$ cat config.mk
export PLATFORM = sky130hd
export DESIGN_NAME = menu_controller
export DESIGN_NICKNAME = d
export VERILOG_FILES = /design/src/rtl/menu_controller.sv
export SDC_FILE = /design/constraint.sdc
export NUM_CORES = 1
export LEC_CHECK = 0
export CELL_PAD_IN_SITES_DETAIL_PLACEMENT = 2
export CELL_PAD_IN_SITES_GLOBAL_PLACEMENT = 2
export CORE_ASPECT_RATIO = 1.1
export CORE_MARGIN = 3
export CORE_UTILIZATION = 43
export CTS_BUF_LIST = sky130_fd_sc_hd__clkbuf_4
export DETAILED_ROUTE_END_ITERATION = 16
export DONT_BUFFER_PORTS = 1
export PLACE_DENSITY_LB_ADDON = 0.1
export SLEW_MARGIN = 0
export SYNTH_ARGS = -nofsm -noshare
export SYNTH_HDL_FRONTEND = slang
export SYNTH_SLANG_ARGS = --single-unit
$ cat constraint.sdc
create_clock -name clk -period 3.3 [get_ports clk]
set_input_delay 0.33 -clock clk [delete_from_list [all_inputs] [get_ports clk]]
set_output_delay 0.33 -clock clk [all_outputs]
set_load 0.01 [all_outputs]
$ cat src/rtl/menu_controller.sv
// menu_controller: front-panel controller for the traffic-light VGA menu.
// Turns five debounced push-button levels into the menu cursor, three
// signal-timing settings and the STOP/PLAY/PAUSE run state.
// Optional feature macro: MENU_AUTOREPEAT_EN (inc/dec auto-repeat while held).
//
// Handshake: there is no valid/ready traffic; every output is a plain
// registered level, and sim_start/sim_stop/cfg_changed are single-cycle
// pulses that the consumer must sample on every clock.
module menu_controller #(
    parameter int GREEN_DEF     = 10,
    parameter int YELLOW_DEF    = 3,
    parameter int RED_DEF       = 2,
    parameter int DUR_MIN       = 1,
    parameter int DUR_MAX       = 99,
    parameter int REPEAT_DELAY  = 50000000,
    parameter int REPEAT_PERIOD = 10000000
) (
    input  logic       clk,
    input  logic       rst_n,
    input  logic       btn_up,
    input  logic       btn_down,
    input  logic       btn_enter,
    input  logic       btn_inc,
    input  logic       btn_dec,
    output logic [3:0] menu_sel,
    output logic [7:0] green_duration,
    output logic [7:0] yellow_duration,
    output logic [7:0] red_holding,
    output logic [1:0] run_state,
    output logic       sim_start,
    output logic       sim_stop,
    output logic       cfg_changed
);

    typedef enum logic [1:0] {
        RUN_STOP  = 2'd0,
        RUN_PLAY  = 2'd1,
        RUN_PAUSE = 2'd2
    } run_e;

    localparam int B_UP    = 0;
    localparam int B_DOWN  = 1;
    localparam int B_ENTER = 2;
    localparam int B_INC   = 3;
    localparam int B_DEC   = 4;

    localparam logic [7:0] GREEN_RST  = 8'(GREEN_DEF);
    localparam logic [7:0] YELLOW_RST = 8'(YELLOW_DEF);
    localparam logic [7:0] RED_RST    = 8'(RED_DEF);
    localparam logic [7:0] DUR_MIN_C  = 8'(DUR_MIN);
    localparam logic [7:0] DUR_MAX_C  = 8'(DUR_MAX);

    // Reject parameter sets the datapath cannot represent.
    if (DUR_MIN < 1 || DUR_MAX > 255 || DUR_MIN > DUR_MAX ||
        REPEAT_PERIOD < 1 || REPEAT_DELAY < REPEAT_PERIOD) begin : g_param_check
        $error("menu_controller: inconsistent parameter set");
    end

    logic [4:0] btn_raw;
    logic [4:0] sync1_q;
    logic [4:0] sync2_q;
    logic [4:0] prev_q;
    logic [4:0] rise;
    logic       edge_any;

    logic       ev_up, ev_down, ev_enter, ev_inc, ev_dec;
    logic [3:0] sel_up, sel_down;
    logic       edit_ok;
    logic [7:0] cur_val;
    logic       step_ok;
    logic [7:0] step_val;

    run_e       run_q;
    logic [3:0] menu_sel_q;
    logic [7:0] green_q, yellow_q, red_q;
    logic       sim_start_q, sim_stop_q, cfg_changed_q;

    assign btn_raw = {btn_dec, btn_inc, btn_enter, btn_down, btn_up};

    // Two-flop synchronizer plus previous-value flop. All reset high so a
    // button held through reset release never looks like a rising edge.
    always_ff @(posedge clk or negedge rst_n) begin
        if (!rst_n) begin
            sync1_q <= '1;
            sync2_q <= '1;
            prev_q  <= '1;
        end else begin
            sync1_q <= btn_raw;
            sync2_q <= sync1_q;
            prev_q  <= sync2_q;
        end
    end

    assign rise     = sync2_q & ~prev_q;
    assign edge_any = |rise;

`ifdef MENU_AUTOREPEAT_EN
    localparam logic [31:0] RPT_DELAY_C  = 32'(REPEAT_DELAY);
    localparam logic [31:0] RPT_RELOAD_C = 32'(REPEAT_DELAY - REPEAT_PERIOD + 1);

    logic        rpt_arm_q;
    logic        rpt_inc_q;
    logic [31:0] rpt_cnt_q;
    logic        rpt_held;
    logic        rpt_fire;

    assign rpt_held = rpt_inc_q ? sync2_q[B_INC] : sync2_q[B_DEC];
    // A repeat only fires in a cycle with no fresh edge; any edge wins and
    // restarts or clears the counter below.
    assign rpt_fire = rpt_arm_q && rpt_held && !edge_any && (rpt_cnt_q == RPT_DELAY_C);

    // Repeat counter: armed by an accepted inc/dec edge, counts hold cycles.
    always_ff @(posedge clk or negedge rst_n) begin
        if (!rst_n) begin
            rpt_arm_q <= 1'b0;
            rpt_inc_q <= 1'b0;
            rpt_cnt_q <= '0;
        end else if (edge_any) begin
            if (ev_inc || ev_dec) begin
                rpt_arm_q <= 1'b1;
                rpt_inc_q <= ev_inc;
                rpt_cnt_q <= 32'd1;
            end else begin
                rpt_arm_q <= 1'b0;
                rpt_cnt_q <= '0;
            end
        end else if (rpt_arm_q && rpt_held) begin
            rpt_cnt_q <= rpt_fire ? RPT_RELOAD_C : rpt_cnt_q + 32'd1;
        end else begin
            rpt_arm_q <= 1'b0;
            rpt_cnt_q <= '0;
        end
    end
`endif

    // Pick the single accepted event: enter > up > down > inc > dec.
    always_comb begin
        ev_up    = 1'b0;
        ev_down  = 1'b0;
        ev_enter = 1'b0;
        ev_inc   = 1'b0;
        ev_dec   = 1'b0;
        if (rise[B_ENTER])     ev_enter = 1'b1;
        else if (rise[B_UP])   ev_up    = 1'b1;
        else if (rise[B_DOWN]) ev_down  = 1'b1;
        else if (rise[B_INC])  ev_inc   = 1'b1;
        else if (rise[B_DEC])  ev_dec   = 1'b1;
`ifdef MENU_AUTOREPEAT_EN
        else if (rpt_fire) begin
            ev_inc = rpt_inc_q;
            ev_dec = !rpt_inc_q;
        end
`endif
    end

    // Cursor neighbours; heading lines 0, 4 and 5 are skipped.
    always_comb begin
        sel_up   = 4'd1;
        sel_down = 4'd1;
        case (menu_sel_q)
            4'd1: begin sel_up = 4'd8; sel_down = 4'd2; end
            4'd2: begin sel_up = 4'd1; sel_down = 4'd3; end
            4'd3: begin sel_up = 4'd2; sel_down = 4'd6; end
            4'd6: begin sel_up = 4'd3; sel_down = 4'd7; end
            4'd7: begin sel_up = 4'd6; sel_down = 4'd8; end
            4'd8: begin sel_up = 4'd7; sel_down = 4'd1; end
            default: begin sel_up = 4'd1; sel_down = 4'd1; end
        endcase
    end

    // Setting under the cursor and its saturated next value.
    always_comb begin
        edit_ok = (menu_sel_q >= 4'd1) && (menu_sel_q <= 4'd3) && (run_q != RUN_PLAY);
        case (menu_sel_q)
            4'd2:    cur_val = yellow_q;
            4'd3:    cur_val = red_q;
            default: cur_val = green_q;
        endcase
        step_ok  = edit_ok && ((ev_inc && (cur_val < DUR_MAX_C)) ||
                               (ev_dec && (cur_val > DUR_MIN_C)));
        step_val = ev_inc ? cur_val + 8'd1 : cur_val - 8'd1;
    end

    // Run-state FSM with cursor, settings and pulse outputs, all registered.
    always_ff @(posedge clk or negedge rst_n) begin
        if (!rst_n) begin
            run_q         <= RUN_STOP;
            menu_sel_q    <= 4'd1;
            green_q       <= GREEN_RST;
            yellow_q      <= YELLOW_RST;
            red_q         <= RED_RST;
            sim_start_q   <= 1'b0;
            sim_stop_q    <= 1'b0;
            cfg_changed_q <= 1'b0;
        end else begin
            sim_start_q   <= 1'b0;
            sim_stop_q    <= 1'b0;
            cfg_changed_q <= 1'b0;
            if (ev_enter) begin
                case (run_q)
                    RUN_STOP: begin
                        if (menu_sel_q == 4'd6) begin
                            run_q       <= RUN_PLAY;
                            sim_start_q <= 1'b1;
                        end
                    end
                    RUN_PLAY: begin
                        if (menu_sel_q == 4'd7) begin
                            run_q <= RUN_PAUSE;
                        end else if (menu_sel_q == 4'd8) begin
                            run_q      <= RUN_STOP;
                            sim_stop_q <= 1'b1;
                        end
                    end
                    RUN_PAUSE: begin
                        if (menu_sel_q == 4'd6) begin
                            run_q <= RUN_PLAY;
                        end else if (menu_sel_q == 4'd8) begin
                            run_q      <= RUN_STOP;
                            sim_stop_q <= 1'b1;
                        end
                    end
                    default: run_q <= RUN_STOP;
                endcase
            end else if (ev_up) begin
                menu_sel_q <= sel_up;
            end else if (ev_down) begin
                menu_sel_q <= sel_down;
            end else if (step_ok) begin
                case (menu_sel_q)
                    4'd1:    green_q  <= step_val;
                    4'd2:    yellow_q <= step_val;
                    default: red_q    <= step_val;
                endcase
                cfg_changed_q <= 1'b1;
            end
        end
    end

    assign menu_sel        = menu_sel_q;
    assign green_duration  = green_q;
    assign yellow_duration = yellow_q;
    assign red_holding     = red_q;
    assign run_state       = run_q;
    assign sim_start       = sim_start_q;
    assign sim_stop        = sim_stop_q;
    assign cfg_changed     = cfg_changed_q;

endmodule

==> Word level (Yosys, flattened, before mapping) <==
Cells that the tools add are included.
{ "word_totals": {"latch_bits": 0, "romBits": 0, "register_bits": 48, "memories": 0, "input_bits": 7, "mem_bits_rw": 0} }
{ "classes": {"n_mux": 38, "add_sub_neg": 2, "n_eq_ne": 10, "n_reduce_logical": 14, "magnitude_cmp": 4, "shift": 0, "n_div": 0, "bitwise": 6, "multipliers": 0} }
{ "ops": {"columns": ["op", "count"], "rows": [
  ["$pmux W4 S5", 2],
  ["$mux W1", 26],
  ["$pmux W8 S2", 1],
  ["$reduce_and A5 Y1", 3],
  ["$add A8 B1 Y8 const B", 1],
  ["$eq A4 B2 Y1 const B", 2],
  ["$eq A4 B3 Y1 const B", 2],
  ["$gt A8 B1 Y1 const B", 1],
  ["$lt A8 B7 Y1 const B", 1],
  ["$mux W2", 4],
  ["$mux W4", 2],
  ["$mux W8", 1],
  ["$sub A8 B1 Y8 const B", 1],
  ["$pmux W2 S3", 1],
  ["$and A5 B5 Y5", 1],
  ["$logic_and A1 B1 Y1", 5],
  ["$not A5 Y5", 1],
  ["$eq A4 B1 Y1 const B", 1],
  ["$eq A4 B4 Y1 const B", 1],
  ["$ge A4 B1 Y1 const B", 1],
  ["$le A4 B2 Y1 const B", 1],
  ["$not A1 Y1", 4],
  ["$reduce_and A2 Y1", 2],
  ["$eq A2 B1 Y1 const B", 1],
  ["other kinds (8)", 8]
]} }

==> Longest topological paths before layout <==
Gate-level depths: netlist of the first run.
{ "depth": {"ltp_word": 14, "ltp_mapped": 11, "mapped_depth_nobuf": 9} }

==> Worst setup path before layout of the first run <==
No wires, ideal clock.
{ "synth_timing": {"path_type": "reg-to-reg", "from": "reg menu_sel_q[0], in the netlist menu_sel[0]", "to": "reg green_q[2], in the netlist green_duration[2]", "path_buffers": 1, "setup_ns": 0.125, "stages_incl_launch_ff": 10, "required_ns": 3.175, "arrival_ns": 2.932, "setup_slack_ns": 0.243, "path_cell_list": "dfstp_2 -> buf_2 -> mux2_2 -> mux2i_2 -> inv_1 -> ha_1 -> o21a_1 -> a2111oi_4 -> o211ai_2 -> mux2_2"} }
{ "synth_via": {"elab_chain_cells": 7, "elab_cells_between_ends": 18} }
{ "synth_rtl": {"columns": ["element", "line", "rtl"], "rows": [
  ["start: declaration", "74", "logic [3:0] menu_sel_q;"],
  ["start signal: assignment", "226", "menu_sel_q <= sel_up;"],
  ["start signal: assignment", "228", "menu_sel_q <= sel_down;"],
  ["$eq A4 B2 Y1", "174", "case (menu_sel_q)"],
  ["$pmux W8 S2", "174", null],
  ["$lt A8 B7 Y1 / $gt A8 B1 Y1 (equally long branches)", "179, 180", null],
  ["$logic_and A1 B1 Y1, on equally long branches", "179, 180", null],
  ["$logic_or A1 B1 Y1", "179", "step_ok = edit_ok && ((ev_inc && (cur_val < DUR_MAX_C)) ||"],
  ["$logic_and A1 B1 Y1", "179", null],
  ["$reduce_and A5 Y1 (no source line)", null, null],
  ["end signal: assignment", "231", "4'd1: green_q <= step_val;"],
  ["end: declaration", "75", "logic [7:0] green_q, yellow_q, red_q;"]
]} }
Parallel ways exist; a longest one is shown, timed or not.
A chain may end at the register's enable or synchronous reset.

==> Worst setup path in the final report of the first run <==
{ "layout_timing": {"from": "reg menu_sel_q[0], in the netlist menu_sel[0]", "to": "reg red_q[0], in the netlist red_holding[0]"} }
{ "layout_via": {"elab_chain_cells": 7, "elab_cells_between_ends": 20} }
{ "layout_rtl": {"columns": ["element", "line", "rtl"], "rows": [
  ["$eq A4 B2 Y1, on equally long branches", "174, 230", null],
  ["$pmux W8 S2", "174", null],
  ["$lt A8 B7 Y1 / $gt A8 B1 Y1 (equally long branches)", "179, 180", null],
  ["$logic_and A1 B1 Y1, on equally long branches", "179, 180", null],
  ["$logic_or A1 B1 Y1", "179", null],
  ["$logic_and A1 B1 Y1", "179", null],
  ["$reduce_and A5 Y1 (no source line)", null, null],
  ["end signal: assignment", "233", "default: red_q <= step_val;"],
  ["end: declaration", "75", null]
]} }
Parallel ways exist; a longest one is shown, timed or not.

==> metrics.yaml, run 1 <==
outcome: "finished, final reports clean"
clk_pin_slew_worst_paths_ns: 0.15
synth_area_leaders: "dfrtp_1 26%, dfstp_2 21%, mux2_2 14%"
yosys.area.top_type: "dfrtp_1"
synth_ff_type: "dfrtp_1"
fmax_mhz: 336.4
vias: 1800
async_flop_share: 1.000
pin_count: 40
netlist_area_um2: 2581
start_kind: "register"
min_to: "sync2_q[2]"
seq_area_frac_synth: 0.4755
hp-start: "sync1_q[2]"
p_int_mw: 1.605
p_seq_frac: 0.362
n_fill_cell: 583
final_cells: 312
die_area_um2: 6969
cts_made_buffers: 5
finalCritPeriodShare: 0.9007
grt_max_degree: 49
worstSetupPathType: "register to register"
p_switching_mw: 1.339
reg2reg_slack_ns: 0.33
r2r_cells: 7
ys_ff_latch: 48
hold_viol: 0
p_leak_nw: 1.211
gp_congestion: 0.8016
antennaDiodeCount: 0
grt_usage: 0.2100
cts_tree: "done"
setup_viol: 0
worstHoldPathCells: 0
clock_sinks: 48
post_cts_buffers: 0
hold_buffers: 7
dieWidth_um: 79.87
die_h_um: 87.26
fin_area_um2: 2853
clkLatencyLatePin_ns: 0.36
area_growth_pct: 10.52
layout_common_cells: "31 x mux2_2, 27 x dfrtp_1, 21 x dfstp_2, 18 x nand2_1, 16 x nor2_1"
fin_nets: 250
port_buffers: 0
antenna_found_initial: 0
share_comb_of_total_power: 0.515
drtPass1Iterations: 4
synth.net_count: 236
crit_arrival_ns: 3.24
routedWlPerCell_um: 21.59
ctsResizeCount: 0
yosysTopAreaCellShare: 0.2618
clock_tree.htree_level_count: 2
clockBufferDepth: 2
hold_ws_ns: 0.3651
vias_per_cell: 5.769
setup_tns_ns: 0
initial_utilization: 0.4605
worst_r2r_endpoint: "red_holding[0]"
rows: 28
gr-total-overflow: 0
drc: 0
syn_area_per_cell_um2: 11.63
worstMarginPinSlew_ns: 0.5608
dp.cells: 297
postSynthCellCount: 222
grt_first_pass_wirelength_um: 11180
max_cap_viol_count: 0
core-area_um2: 5605
final.setup_skew_ns: 0.01810
fin_crit_ns: 2.972
peakVddDrop_uv: 360.3
final_common_cell: "mux2_2"
dpl_cell_area_um2: 2683
grt_pass1_vias: 2102
path_max_fanout: 22
drive_gt1_frac: 0.3333
yosysWarnings: 0
r2r_start: "menu_sel[0]"
drt_wl_total_um: 6736
critical_path_required_ns: 3.56
power.share.switching: 0.4549
synth.distinct_cells: 52
end_kind: "register"
drt_iter0_markers: 48
cts_root_buffer: "clkbuf_4"
rsz0062_at_grt: "no"
ant_nets: 0
p_clk_frac: 0.123
slew_headroom: 0.6250
synth_edf_count: 0
hold_path.class: "register to register"
hpwlAfterDp_um: 4922
powerDensity_nw_per_um2: 1032
final_max_slew_viol_count: 0
==> worst max-delay path by stage <==
stage                startpoint           endpoint  slack [ns]  cells after the start
finish              menu_sel[0]     red_holding[0]        0.33                      7
global route        menu_sel[0]  green_duration[2]        0.13                      7
CTS                 menu_sel[0]  green_duration[4]        0.28                      7
detailed placement  menu_sel[0]     red_holding[5]        0.35                      7
global placement    menu_sel[0]     red_holding[3]        0.44                      7
floorplan           menu_sel[0]  green_duration[2]        0.24                      9
==> final cells by class <==
type                    count  area (um2)  area share
clock buffers               5       37.54     0.01316
multi-input cells         160        1282      0.4496
repair buffers             14       140.1     0.04912
well taps                  75       93.84     0.03289
flip-flops and latches     48        1227      0.4303
clock inverters             3       45.04     0.01579
inverters                   7       26.28    0.009211
==> metrics by stage <==
step | utilization | setup WS, ns | power (mW)
after floorplan | - | 0.2434 | 2.170
after global placement | 0.4786 | 0.4401 | 2.488
after detailed placement | 0.4786 | 0.3498 | 2.580
after CTS | 0.5089 | 0.2790 | 2.984
after global routing | 0.5089 | 0.1322 | 3.187
final | 0.5089 | 0.3276 | 2.944
==> worst max-delay path, cell delays in order, from the launching register on <==
cell      delay (ns)
dfstp_2         0.59
buf_4           0.30
nor4_1          0.11
o21ai_0         0.45
a21oi_1         0.18
o2111a_1        0.35
o211ai_2        0.49
mux2_2          0.40
==> flip-flops by register name, indices dropped and copies added, names as in the netlist <==
signal and flops:
menu_sel 4, sync1_q 5, prev_q 5, sim_stop 1, green_duration 8, run_state 2, sync2_q 5, cfg_changed 1
sim_start 1, red_holding 8, yellow_duration 8
==> per-layer routing <==
metal / routed length, um / up-vias / global-route usage
met5: 0 / - / 0
met4: 43 / 0 / 0.04147
met3: 257 / 4 / 0.03830
met2: 3847 / 38 / 0.4123
met1: 2588 / 927 / 0.2340
li1: - / 831 / -
==> cell families (layout without fill, tap and decap cells) <==
group,count (synthesis),after routing,synth area share
AO/OA/AOI/OAI,35,35,0.1154
flip-flops,48,48,0.4755
multiplexers,40,40,0.1735
adder cells (fa/ha/maj),7,7,0.03393
XOR/XNOR,8,8,0.02715
AND/OR/NAND/NOR,70,70,0.1469
buffers and inverters,14,29,0.02763
==> cells in the mapped netlist, types with 2 or more instances <==
library cell,number
mux2i_1,7
o211ai_2,2
or3_1,2
nor2b_1,2
buf_2,3
nand4b_1,2
dfstp_2,21
ha_1,7
nand2b_1,5
or4_1,2
buf_6,2
a21oi_1,12
mux2_2,31
o21ai_0,5
a31oi_1,2
dfrtp_1,27
inv_1,7
nor3_1,3
nor2_1,16
nand3_1,5
and3_1,3
nand2_1,18
xnor2_1,7
nor4_1,3
==> power groups by stage <==
stage / clock network [mW] / registers, mW / logic [mW]
global placement: 0 / 1.06 / 1.42
finish: 0.362 / 1.06 / 1.52
floorplan: 0 / 1.02 / 1.15
global route: 0.402 / 1.10 / 1.68
CTS: 0.381 / 1.07 / 1.53
detailed placement: 0 / 1.08 / 1.50
Power figures use the tool's default switching activity.
==> run 2, diff against run 1 <==
CORE_UTILIZATION = 39   (was 43)
clock period = 2.4 ns   (was 3.3 ns; I/O delays follow)
==> metrics.yaml, run 2 (synthesized netlist as in run 1, its figures left out) <==
slowest_stage: "dfrtp_1"
start_kind: "register"
setup_ws_ns: -0.4423  # -0.7700 ns
slew_headroom: 0.6346  # +0.009544
critical_path_required_ns: 2.67  # -0.89 ns
worst_r2r_endpoint: "yellow_duration[7]"
endpoint: "yellow_duration[7]"
hold_viol: 0  # unchanged
cts_made_buffers: 5  # unchanged
cp.depth: 10  # +3
hold_path.class: "input pin to async pin"
fin_nets: 298  # +19%
ant_nets: 0  # unchanged
clkLatencyLatePin_ns: 0.38  # +0.02 ns
hpwlAfterDp_um: 5916  # +20%
dieWidth_um: 83.57  # +4.6%
violations: "setup timing"
clk_pin_slew_worst_paths_ns: 0.17  # +0.02 ns
routedWlPerCell_um: 24.09  # +12%
cts_tree: "done"
powerDensity_nw_per_um2: 1508  # +46%
n_fill_cell: 621  # +6.5%
clock_tree.htree_level_count: 2  # unchanged
path_buf_inv: 3  # +2
grt_pass1_vias: 2399  # +14%
final_common_cell: "buf_4"
reg2reg_slack_ns: -0.44  # -0.77 ns
max_cap_viol_count: 0  # unchanged
drt_iter0_markers: 58  # +21%
power.share.switching: 0.4513  # -0.003585
layout_common_cells: "48 x buf_4, 27 x dfrtp_1, 21 x dfstp_2, 18 x mux2_2, 18 x nand2_1"
p_switching_mw: 2.337  # +75%
drc: 0  # unchanged
final.setup_skew_ns: 0.02189  # +0.003793 ns
port_buffers: 0  # unchanged
total_power_mw: 5.179  # +76%
finalCritPeriodShare: 1.184  # +0.2836
area_growth_pct: 33.06
highest_layer: "met4"
fin_crit_ns: 2.842  # -0.1300 ns
antennaDiodeCount: 0  # unchanged
hold_ws_ns: 0.3504  # -0.01475 ns
core-area_um2: 6306  # +12%
end_kind: "register"
path_max_fanout: 8  # -64%
gp_congestion: 0.8303  # +3.6%
drtPass1Iterations: 4  # unchanged
antenna_found_initial: 0  # unchanged
pin_count: 40  # unchanged
worstSetupPathType: "register to register"
rsz0062_at_grt: "yes"
grt_first_pass_wirelength_um: 12830  # +15%
grt_usage: 0.2133  # +0.003315
setup_viol: 24  # +24
r2r_cells: 10  # +3
r2r_start: "menu_sel[3]"
die_area_um2: 7632  # +9.5%
p_seq_frac: 0.258  # -0.104
cp-startpoint: "menu_sel[3]"
wl_met1_um: 3431  # +33%
initial_utilization: 0.4093  # -0.05117
slowest_delay_ns: 0.45  # -0.14 ns
worstMarginPinSlew_ns: 0.5481  # -0.01266 ns
outcome: "finished, violations left"
drt_wl_total_um: 8793  # +31%
peakVddDrop_uv: 582.1  # +62%
p_int_mw: 2.842  # +77%
met3_length_um: 298  # +16%
p_clk_frac: 0.101  # -0.022
critPathTopFamily: "multiplexers"
rows: 30  # +7.1%
cpMostUsedCell: "buf_12"
final_max_slew_viol_count: 0  # unchanged
fmax_mhz: 351.8  # +4.6%
die_h_um: 91.33  # +4.7%
vias_per_cell: 5.696  # -1.3%
vias: 2079  # +16%
clockBufferDepth: 2  # unchanged
wl_met2_um: 4896  # +27%
grt_max_degree: 49  # unchanged
clock_sinks: 48  # unchanged
cts_root_buffer: "clkbuf_4"
p_leak_nw: 1.541  # +27%
crit_chain: "nor3b_4 > buf_12 > mux2i_4 > ha_2 > o21a_1 > a2111oi_4 > buf_6 > o2111ai_4 > buf_12 > mux2_2"
crit_arrival_ns: 3.11  # -0.13 ns
share_comb_of_total_power: 0.641  # +0.126
gr-total-overflow: 0  # unchanged
drive_gt1_frac: 0.4877  # +0.1544
==> run 2: changes by cell type in the layout (fill, tap and decap cells not counted), sizes merged <==
cell  delta
buf     +48
==> run 2: worst min path at each step <==
| stage | from | end | slack [ns] | cells past startpoint |
|---|---|---|---|---|
| final | rst_n | green_duration[2] | 0.35 | 2 |
| after global routing | rst_n | green_duration[2] | 0.35 | 2 |
| after CTS | rst_n | green_duration[2] | 0.35 | 2 |
| after detailed placement | rst_n | red_holding[5] | -0.05 | 0 |
| after global placement | rst_n | red_holding[5] | -0.05 | 0 |
| after floorplan | rst_n | cfg_changed | -0.06 | 0 |
==> run 2: through the flow <==
step                      instances  TNS (ns)    util  instance area (um2)  worst slack, ns
after floorplan                 222    -9.580       -                 2615          -0.4373
final                           365    -9.032  0.5446                 3435          -0.4423
after detailed placement        346    -9.137  0.4871                 3072          -0.4263
after global placement          346    -6.795  0.4871                 3072          -0.3260
after global routing            365    -10.77  0.5446                 3435          -0.5167
after CTS                       363    -8.046  0.5192                 3274          -0.3717
==> run 2: metal layers <==
metal,vias to the layer above,track usage
met4,0,0.06434
met1,1091,0.2260
met3,12,0.04174
met2,45,0.4178
met5,-,0
li1,931,-
==> run 2: power groups by stage <==
stage | Clock (mW) | Sequential [mW] | Combinational (mW)
floorplan | 0 | 1.40 | 1.65
global placement | 0 | 1.30 | 2.61
detailed placement | 0 | 1.33 | 2.81
CTS | 0.538 | 1.32 | 2.90
global route | 0.577 | 1.37 | 3.55
finish | 0.522 | 1.34 | 3.32
==> run 2: timing repair <==
item,4_1_cts,5_1_grt
hold endpoints to repair,53,0
hold buffers,7,0
pin swaps,2,6
gates resized for setup,3,27
endpoints found under the setup margin,25,25
buffers inserted,2,3
==> run 2: worst reg2reg max path, cell delays in order, from the launching register on <==
cell	delay [ns]
dfrtp_1	0.45
nor3b_4	0.43
buf_12	0.17
mux2i_4	0.32
ha_2	0.24
o21a_1	0.18
a2111oi_4	0.09
buf_6	0.15
o2111ai_4	0.22
buf_12	0.17
mux2_2	0.34
==> run 2: area by class of cell <==
class,count,area [um2],share of cell area
multi-input combinational,160,1436,0.4182
clock buffer,5,37.54,0.01093
sequential,48,1227,0.3574
clock inverter,3,45.04,0.01311
tap,80,100.1,0.02914
timing repair buffer,62,561.8,0.1636
inverter,7,26.28,0.007650
